===== src/rtl/fetch_queue_unit_pkg.sv =====
// Shared fetch-stage definitions.
// Holds the datapath width, instruction size, default reset PC, the NOP
// encoding used downstream for slot filling, the {pc, instr} fetch-entry
// type and a helper that word-aligns a byte address.
package fetch_queue_unit_pkg;

  localparam int          XLEN             = 32;
  localparam int          INSTR_BYTES      = 4;
  localparam logic [31:0] DEFAULT_RESET_PC = 32'h0000_0000;
  localparam logic [31:0] NOP_INSTR        = 32'h0000_0013;  // addi x0, x0, 0

  typedef struct packed {
    logic [XLEN-1:0] pc;
    logic [XLEN-1:0] instr;
  } fetch_entry_t;

  // Instructions are word-aligned, so the low two address bits are dropped.
  function automatic logic [XLEN-1:0] align_pc(input logic [XLEN-1:0] pc);
    return {pc[XLEN-1:2], 2'b00};
  endfunction

endpackage


===== src/rtl/fetch_queue_unit_fifo.sv =====
// fetch_fifo: synchronous FIFO of fetch entries.
// Ports:
//   clk, rst     rising-edge clock, synchronous active-high reset
//   flush        drops all entries (pointers and count cleared)
//   push, pop    write/read strobes; push while full is legal when pop is set
//   wr_data      entry written at the write pointer on push
//   rd_data      entry at the read pointer (raw, not gated by occupancy)
//   count        current occupancy, 0..DEPTH
module fetch_fifo
  import fetch_queue_unit_pkg::*;
#(
  parameter int DEPTH = 4,
  parameter int CNT_W = $clog2(DEPTH + 1)
) (
  input  logic               clk,
  input  logic               rst,
  input  logic               flush,
  input  logic               push,
  input  logic               pop,
  input  fetch_entry_t       wr_data,
  output fetch_entry_t       rd_data,
  output logic [CNT_W-1:0]   count
);

  localparam int PTR_W = $clog2(DEPTH);

  fetch_entry_t           r_mem [DEPTH];
  logic [PTR_W-1:0]       r_wr_ptr;
  logic [PTR_W-1:0]       r_rd_ptr;
  logic [CNT_W-1:0]       r_count;

  // Pointers wrap naturally because DEPTH is a power of two.
  // NOTE: sequential state uses non-blocking assignments so every register
  // samples pre-edge values regardless of statement order.
  always_ff @(posedge clk) begin
    if (rst || flush) begin
      r_wr_ptr <= '0;
      r_rd_ptr <= '0;
      r_count  <= '0;
    end else begin
      if (push) r_wr_ptr <= r_wr_ptr + PTR_W'(1);
      if (pop)  r_rd_ptr <= r_rd_ptr + PTR_W'(1);
      r_count <= r_count + CNT_W'(push) - CNT_W'(pop);
    end
  end

  // NOTE: the storage array has no reset; occupancy is tracked by the count,
  // so stale contents are never observed and the array maps to plain RAM.
  always_ff @(posedge clk) begin
    if (push && !flush && !rst) r_mem[r_wr_ptr] <= wr_data;
  end

  assign rd_data = r_mem[r_rd_ptr];
  assign count   = r_count;

endmodule


===== src/rtl/fetch_queue_unit.sv =====
// fetch_queue_unit: fetch stage in front of an asynchronous instruction ROM.
// Owns the fetch PC, captures the ROM word in the same cycle and queues
// {pc, instr} pairs for the downstream decode over a valid/ready handshake.
// Ports:
//   clk, rst                 rising-edge clock, synchronous active-high reset
//   imem_addr / imem_data    ROM byte address (= fetch PC) and its read data
//   redirect_valid/_pc       flush the queue and restart fetch at redirect_pc
//   out_valid/_ready         head-entry handshake
//   out_instr, out_pc        head entry, forced to 0 while the queue is empty
//   fq_count                 queue occupancy
module fetch_queue_unit
  import fetch_queue_unit_pkg::*;
#(
  parameter logic [31:0] RESET_PC = DEFAULT_RESET_PC,
  parameter int          FQ_DEPTH = 4,                    // power of two, >= 2
  parameter int          CNT_W    = $clog2(FQ_DEPTH + 1)
) (
  input  logic              clk,
  input  logic              rst,
  output logic [31:0]       imem_addr,
  input  logic [31:0]       imem_data,
  input  logic              redirect_valid,
  input  logic [31:0]       redirect_pc,
  output logic              out_valid,
  input  logic              out_ready,
  output logic [31:0]       out_instr,
  output logic [31:0]       out_pc,
  output logic [CNT_W-1:0]  fq_count
);

  logic [31:0]      r_fetch_pc;
  logic             w_push;
  logic             w_pop;
  logic             w_valid;
  logic [CNT_W-1:0] w_count;
  fetch_entry_t     w_wr_entry;
  fetch_entry_t     w_head;

  assign w_valid = (w_count != '0);
  assign w_pop   = w_valid & out_ready;
  // A full queue still accepts the fetch when the head leaves this cycle.
  assign w_push  = !redirect_valid & ((w_count < CNT_W'(FQ_DEPTH)) | w_pop);

  assign w_wr_entry.pc    = r_fetch_pc;
  assign w_wr_entry.instr = imem_data;

  // Reset beats redirect, and redirect beats the sequential advance.
  always_ff @(posedge clk) begin
    if (rst) begin
      r_fetch_pc <= align_pc(RESET_PC);
    end else if (redirect_valid) begin
      r_fetch_pc <= align_pc(redirect_pc);
    end else if (w_push) begin
      r_fetch_pc <= r_fetch_pc + 32'(INSTR_BYTES);  // wraps modulo 2^32
    end
  end

  fetch_fifo #(
    .DEPTH (FQ_DEPTH),
    .CNT_W (CNT_W)
  ) u_fifo (
    .clk     (clk),
    .rst     (rst),
    .flush   (redirect_valid),
    .push    (w_push),
    .pop     (w_pop),
    .wr_data (w_wr_entry),
    .rd_data (w_head),
    .count   (w_count)
  );

  // The ROM address is the PC register alone, so no loop forms through the
  // combinational ROM back into push/pop.
  assign imem_addr = r_fetch_pc;
  assign fq_count  = w_count;
  assign out_valid = w_valid;

  // NOTE: every output of this always_comb is given a default first, so no
  // path leaves it unassigned and no latch is inferred.
  always_comb begin
    out_pc    = '0;
    out_instr = '0;
    if (w_valid) begin
      out_pc    = w_head.pc;
      out_instr = w_head.instr;
    end
  end

endmodule


===== config.mk =====
export PLATFORM = sky130hd
export DESIGN_NAME = fetch_queue_unit
export DESIGN_NICKNAME = d
export VERILOG_FILES = /design/src/rtl/fetch_queue_unit_pkg.sv /design/src/rtl/fetch_queue_unit_fifo.sv /design/src/rtl/fetch_queue_unit.sv
export SDC_FILE = /design/constraint.sdc
export NUM_CORES = 1
export LEC_CHECK = 0
export BUFFER_PORTS_ARGS = -buffer_cell sky130_fd_sc_hd__buf_2
export CORE_MARGIN = 4
export CORE_UTILIZATION = 60
export DETAILED_ROUTE_END_ITERATION = 8
export HOLD_SLACK_MARGIN = 0.15
export PLACE_DENSITY = 0.83
export SYNTH_ARGS = -nofsm -noshare
export SYNTH_HDL_FRONTEND = slang
export SYNTH_SLANG_ARGS = --single-unit

===== constraint.sdc =====
create_clock -name clk -period 4.3 [get_ports clk]
set_input_delay 0.215 -clock clk [delete_from_list [all_inputs] [get_ports clk]]
set_output_delay 0.215 -clock clk [all_outputs]
set_load 0.05 [all_outputs]

### Word-level counts from Yosys, hierarchy flattened

Memories as Yosys holds them, arrays and structs flattened. A register that Yosys moved wholly into a read port is not among the register bits.
Cells that the tools add are included.

* word-level logic and storage cells: 31
* output and inout port bits: 100
* bits in registers: 39
* bits in writable memories: 256
* memories kept: 1

Memories
* u_fifo.r_mem: depth 4, width 64, read ports 1, clocked after Yosys merged registers in 1, write ports 1, RTL line fetch_queue_unit_fifo.sv:27 `fetch_entry_t r_mem [DEPTH];`

* reductions and logical operators: 8
* mux-type cells: 8
* bitwise logic cells: 3
* add/sub/neg operators: 5
* order comparisons: 1

Operators with widths (number)
* 2-to-1 mux 32 bit: 4
* adder 32 x 3 -> 32 bit, second input constant: 1
* adder 2 x 1 -> 2 bit, second input constant: 2
* 2-to-1 mux 2 bit: 2
* adder 3 x 1 -> 3 bit: 1
* < comparator 3 bit, second input constant: 1
* nonzero test 3 bit: 1
* subtractor 3 x 1 -> 3 bit: 1
* bitwise AND 1 bit: 2
* logical AND 1 bit: 2
* zero test 1 bit: 2
* 2-to-1 mux 1 bit: 2
* nonzero test 2 bit: 1
* OR reduction 2 bit: 1
* logical OR 1 bit: 1
* bitwise OR 1 bit: 1

### Logic depth before layout (Yosys ltp)

* depth after elaboration: 8
* depth in mapped cells: 11
* depth with buffers taken out: 9

### Cells and area by module

From an unflattened synthesis, not the netlist that was laid out.

* cell total of the unflattened synthesis: 690
* area, all modules: 12054.1 µm²

By module, submodules not included
* fetch_fifo: cells each 377, seq. area each 7867.5 µm², area an instance 9751.9 µm², times used 1
* fetch_queue_unit: cells each 313, seq. area each 600.6 µm², area an instance 2302.2 µm², times used 1

### Worst setup path before layout

Ideal clock, no wire load.

* kind: register to register
* start: register u_fifo.r_count[2], in the netlist u_fifo.count[2]
* end: memory u_fifo.r_mem[0][0] in the netlist's numbering (enable)
* required time: 3873 ps
* setup slack: 1430 ps
* data arrival time: 2443 ps
* stages on the path, launching flop included: 4
* library setup time: 427 ps
* clock period less this slack: 2870 ps
* path through: dfxtp_1 > nand2b_1 > clkbuf_1 > and3_1

* word-level cells in the longest chain between the ends: 8
* elaborated cells between the ends (all ways): 9
* those cells by class: order compare (1); mux (2); bitwise (3); reduce/logical (3)

RTL lines
* start: declaration: RTL line fetch_queue_unit_fifo.sv:30 `logic [CNT_W-1:0] r_count;`
* start signal: assignment: RTL line fetch_queue_unit_fifo.sv:43 `r_count <= r_count + CNT_W'(push) - CNT_W'(pop);`
* branches (longest 2 deep; another with < comparator 3 bit)
* bitwise OR 1 bit *: RTL line fetch_queue_unit.sv:42 `assign w_push = !redirect_valid & ((w_count < CNT_W'(FQ_DEPTH)) | w_pop);`
* bitwise AND 1 bit *: RTL line fetch_queue_unit.sv:42
* logical AND 1 bit * (2 in series): RTL line fetch_queue_unit_fifo.sv:50 `if (push && !flush && !rst) r_mem[r_wr_ptr] <= wr_data;`
* 2-to-1 mux 1 bit *: RTL line fetch_queue_unit_fifo.sv:50
* 2-to-1 mux 1 bit (not written as such) *: RTL line fetch_queue_unit_fifo.sv:50
* end: declaration: RTL line fetch_queue_unit_fifo.sv:27

Mark *: on every way between the ends.

### Final worst setup path

* start: register u_fifo.r_count[2], in the netlist u_fifo.count[2]
* end: register u_fifo.r_count[2], in the netlist u_fifo.count[2]

* word-level cells in the longest chain between the ends: 6
* elaborated cells between the ends (all ways): 7
* those cells by class: add/sub (2); order compare (1); bitwise (3); reduce/logical (1)

RTL lines
* nonzero test 3 bit *: RTL line fetch_queue_unit.sv:39 `assign w_valid = (w_count != '0);`
* bitwise AND 1 bit *: RTL line fetch_queue_unit.sv:40 `assign w_pop = w_valid & out_ready;`
* named net u_fifo.pop: RTL line fetch_queue_unit_fifo.sv:19 `input logic pop,`
* bitwise OR 1 bit: RTL line fetch_queue_unit.sv:42
* bitwise AND 1 bit: RTL line fetch_queue_unit.sv:42
* adder 3 x 1 -> 3 bit: RTL line fetch_queue_unit_fifo.sv:43
* subtractor 3 x 1 -> 3 bit *: RTL line fetch_queue_unit_fifo.sv:43

The timed path passes the listed nets; every way through them passes the cells marked *.
A chain may end at the register's enable or synchronous reset.

==> impl_metrics.yaml <==
status:
  status: "complete, no violations"
synth:
  yosys.cell_count.top_type: "edfxtp_1"
  synth_adder_area_share_pct: 0.936
  synthMuxAreaShare_pct: 12.3
  asyncSetResetFlopFracSynth_pct: 0
  synth_compound_gate_area_share_pct: 2.09
  synth_seq_area_share_pct: 71.6
  yosys_warnings: 0
  synth_top_area_share_pct: 64.8
  post_synth_xor_area_fraction_pct: 2.51
  postSynth.topFlopCell: "edfxtp_1"
  yosys.area.top_type: "edfxtp_1"
  synth_seq_cells: 287
  synthesis.instances: 652
  synth_simple_gate_area_share_pct: 8.63
  synth.lib_cells_used.distinct: 43
  post_synth_main_area_contributors: "edfxtp_1 (65%), mux4_2 (12%), dfxtp_1 (6.8%), and2_1 (3.6%), xor2_1 (1.4%)"
  syn_area_per_cell_um2: 17.6
  cell_area_synth_mm2: 0.0115
  synth-edff-count: 248
  synth_top_cells_by_count: "edfxtp_1 (248), and2_1 (67), mux4_2 (62), dfxtp_1 (39), nor2_1 (30)"
  synth_top_family_by_area: "multiplexers"
floorplan:
  die_x_um: 146
  die-area_mm2: 0.0214
  placement_rows: 50
  die_h_um: 146
  num_io_pins: 168
  start_util_pct: 61.2
  core_area_mm2: 0.0188
layout:
  insertedDiodeCount: 0
  fillers: 1089
  post_layout_nonfiller_instances: 1134
  final_layout_size_suffix_gt1_share_pct: 31.6
  finalNetCount: 955
  flow.area_growth_from_synthesis_pct: 21.8
  utilization_pct: 74.6
route:
  wirelength_mm: 24.4
  num_vias: 6714
  drtIter0Drc: 439
  routedWlPerCell_um: 21.5
  vias_per_cell: 5.92
  drc: 0
  count_of_tritonroute_iterations_in_the_first_routing_pass: 5
  drt.antenna.violating_nets: 0
clocking:
  worst_setup_hold_path_clk_slew_ns: 0.06
  clock_tree_from_tritoncts: "yes"
  cts_setup_buffers: 0
  htreeDepth: 1
  clock-root-buffer: "clkbuf_16"
  worstSkewPairLatency_ns: 0.52
  cts-buffers-inserted: 28
  cts-root-to-sink-buffers: 3
  cts_num_sinks: 287
timing:
  fin_crit_ns: 2.83
  timing_max_transition_violations_final: 0
  postLayoutSetupSlackWorst_ns: 1.47
  setup_total_negative_slack_ns: 0
  post-route-period-util_pct: 65.8
  rsz0062_at_grt: "false"
  clock-skew-final_ns: 0.0105
  holdWs_ns: 0.197
  number_of_failing_hold_endpoints_at_the_final_stage: 0
  slew_headroom_pct: 34.4
  max_freq_mhz: 353
  count_of_endpoints_failing_setup_in_the_final_report: 0
  worst_slew_pin_slew_ns: 0.984
placement:
  dp_hpwl_mm: 13.9
  routability_cong: 0.926
  dpl_worst_slack_ns: 1.40
  dp.cells: 1014
  place.port_buffers: 161
worst_setup_path:
  startpoint_type: "register"
  crit_arrival_ns: 3.25
  timing.critical_path.fanout_max: 64
  timing.critical_path.to_type: "register"
  critical_path_class: "reg2reg"
  worstPathRequired_ns: 4.72
  cp_cell_sequence: "or3_2 > buf_4 > and2_1 > ha_1 > inv_1 > ha_1 > fa_1 > xnor2_1 > xnor2_1 > nor2_1"
  worst_path_largest_cell_delay_ns: 0.48
  crit_path_top_delay_cell: "or3_2"
power:
  p_leak_nw: 4.99
  p_per_area_mw_per_mm2: 436
  ir_drop_mv: 0.359
global_route:
  grt_start_max_net_pins: 65
  wire_length_of_the_first_global_routing_pass_mm: 39.3
  grt_util_all_layers_pct: 23.1
  number_of_global_route_vias_before_repair: 7168
  antenna_found_initial: 0
  grt_overflow: 0
worst_hold_path:
  min-delay-path-class: "in2reg"
run:
  cap_violations: 0
## report_power, final
group          switching (W)  internal, W
Sequential         0.0000698      0.00311
Combinational       0.000509     0.000236
Clock               0.000959      0.00123
## kinds of logic after synthesis
kind of cell    Yosys count
flops                   287
simple gates            174
mux                      64
buf+inv                  48
compound gates           37
xor+xnor                 33
fa+ha+maj                 8
other cells               1
## cell type report
cell class	count	area, µm²	share of cell area, %
Timing Repair Buffer	233	1530	10.9
Inverter	9	33.8	0.241
Multi-Input combinational cell	320	3080	22.0
Tap cell	234	293	2.09
Clock buffer	36	752	5.37
Clock inverter	15	73.8	0.527
Sequential cell	287	8240	58.8
## placed cells by master (no fill, tap or decap), drive strengths merged, types with 2 or more instances in the layout
cell	n
clkbuf	36
nand2b	2
inv	9
nand4	11
nand2	26
and2	68
dfxtp	39
dlygate4sd3	69
ha	7
a211oi	19
clkinv	13
a21oi	13
and4	5
o22ai	2
nor2	30
mux4	62
conb	4
edfxtp	248
and3	11
buf	164
nor4	3
xor2	18
nor3	4
clkinvlp	2
nand3	9
xnor2	15
## stage by stage
stage / area, µm² / power, W
6_report: 14000 / 0.00611
4_1_cts: 14000 / 0.00615
5_1_grt: 14000 / 0.00634
3_3_place_gp: 12500 / 0.00391
2_1_floorplan: 11500 / 0.00373
3_5_place_dp: 12500 / 0.00393
## path summary, 6_finish.rpt
| check | from | endpoint | slack (ns) | depth (start not counted) |
|---|---|---|---|---|
| setup / recovery | u_fifo.count[2] | u_fifo.count[2] | 1.47 | 10 |
| hold / removal | redirect_valid | imem_addr[3] | 0.20 | 3 |
| setup reg to reg | u_fifo.count[2] | u_fifo.count[2] | 1.47 | 10 |
| hold reg to reg | u_fifo.r_wr_ptr[1] | u_fifo.r_wr_ptr[1] | 0.49 | 2 |
## state kept, by name, summed over array words and instances (netlist names), named ones only
name,count
u_fifo.r_wr_ptr,2
u_fifo.count,3
u_fifo.r_mem,248
imem_addr,30
u_fifo.r_rd_ptr,2
## critical path: cells and delay by family (launching register included)
family,cells,cell delay [ns]
buffers and inverters,2,0.34
flip-flops,1,0.35
XOR/XNOR,2,0.33
AND/OR/NAND/NOR,3,0.83
adder cells (fa/ha/maj),3,0.87
## per-layer routing
layer,share of wire (%),routed length (µm),track usage [%]
met5,0,0,0
met4,2.2,537,5.74
met3,7.8,1920,4.59
met2,50,12300,39.7
met1,40,9660,30.6
## timing repair
item,4_1_cts,5_1_grt
hold buffers,69,0
endpoints found under the setup margin,0,0
endpoints found under the hold margin,158,0
resized for setup,0,0
(Power assumes the default switching activity.)
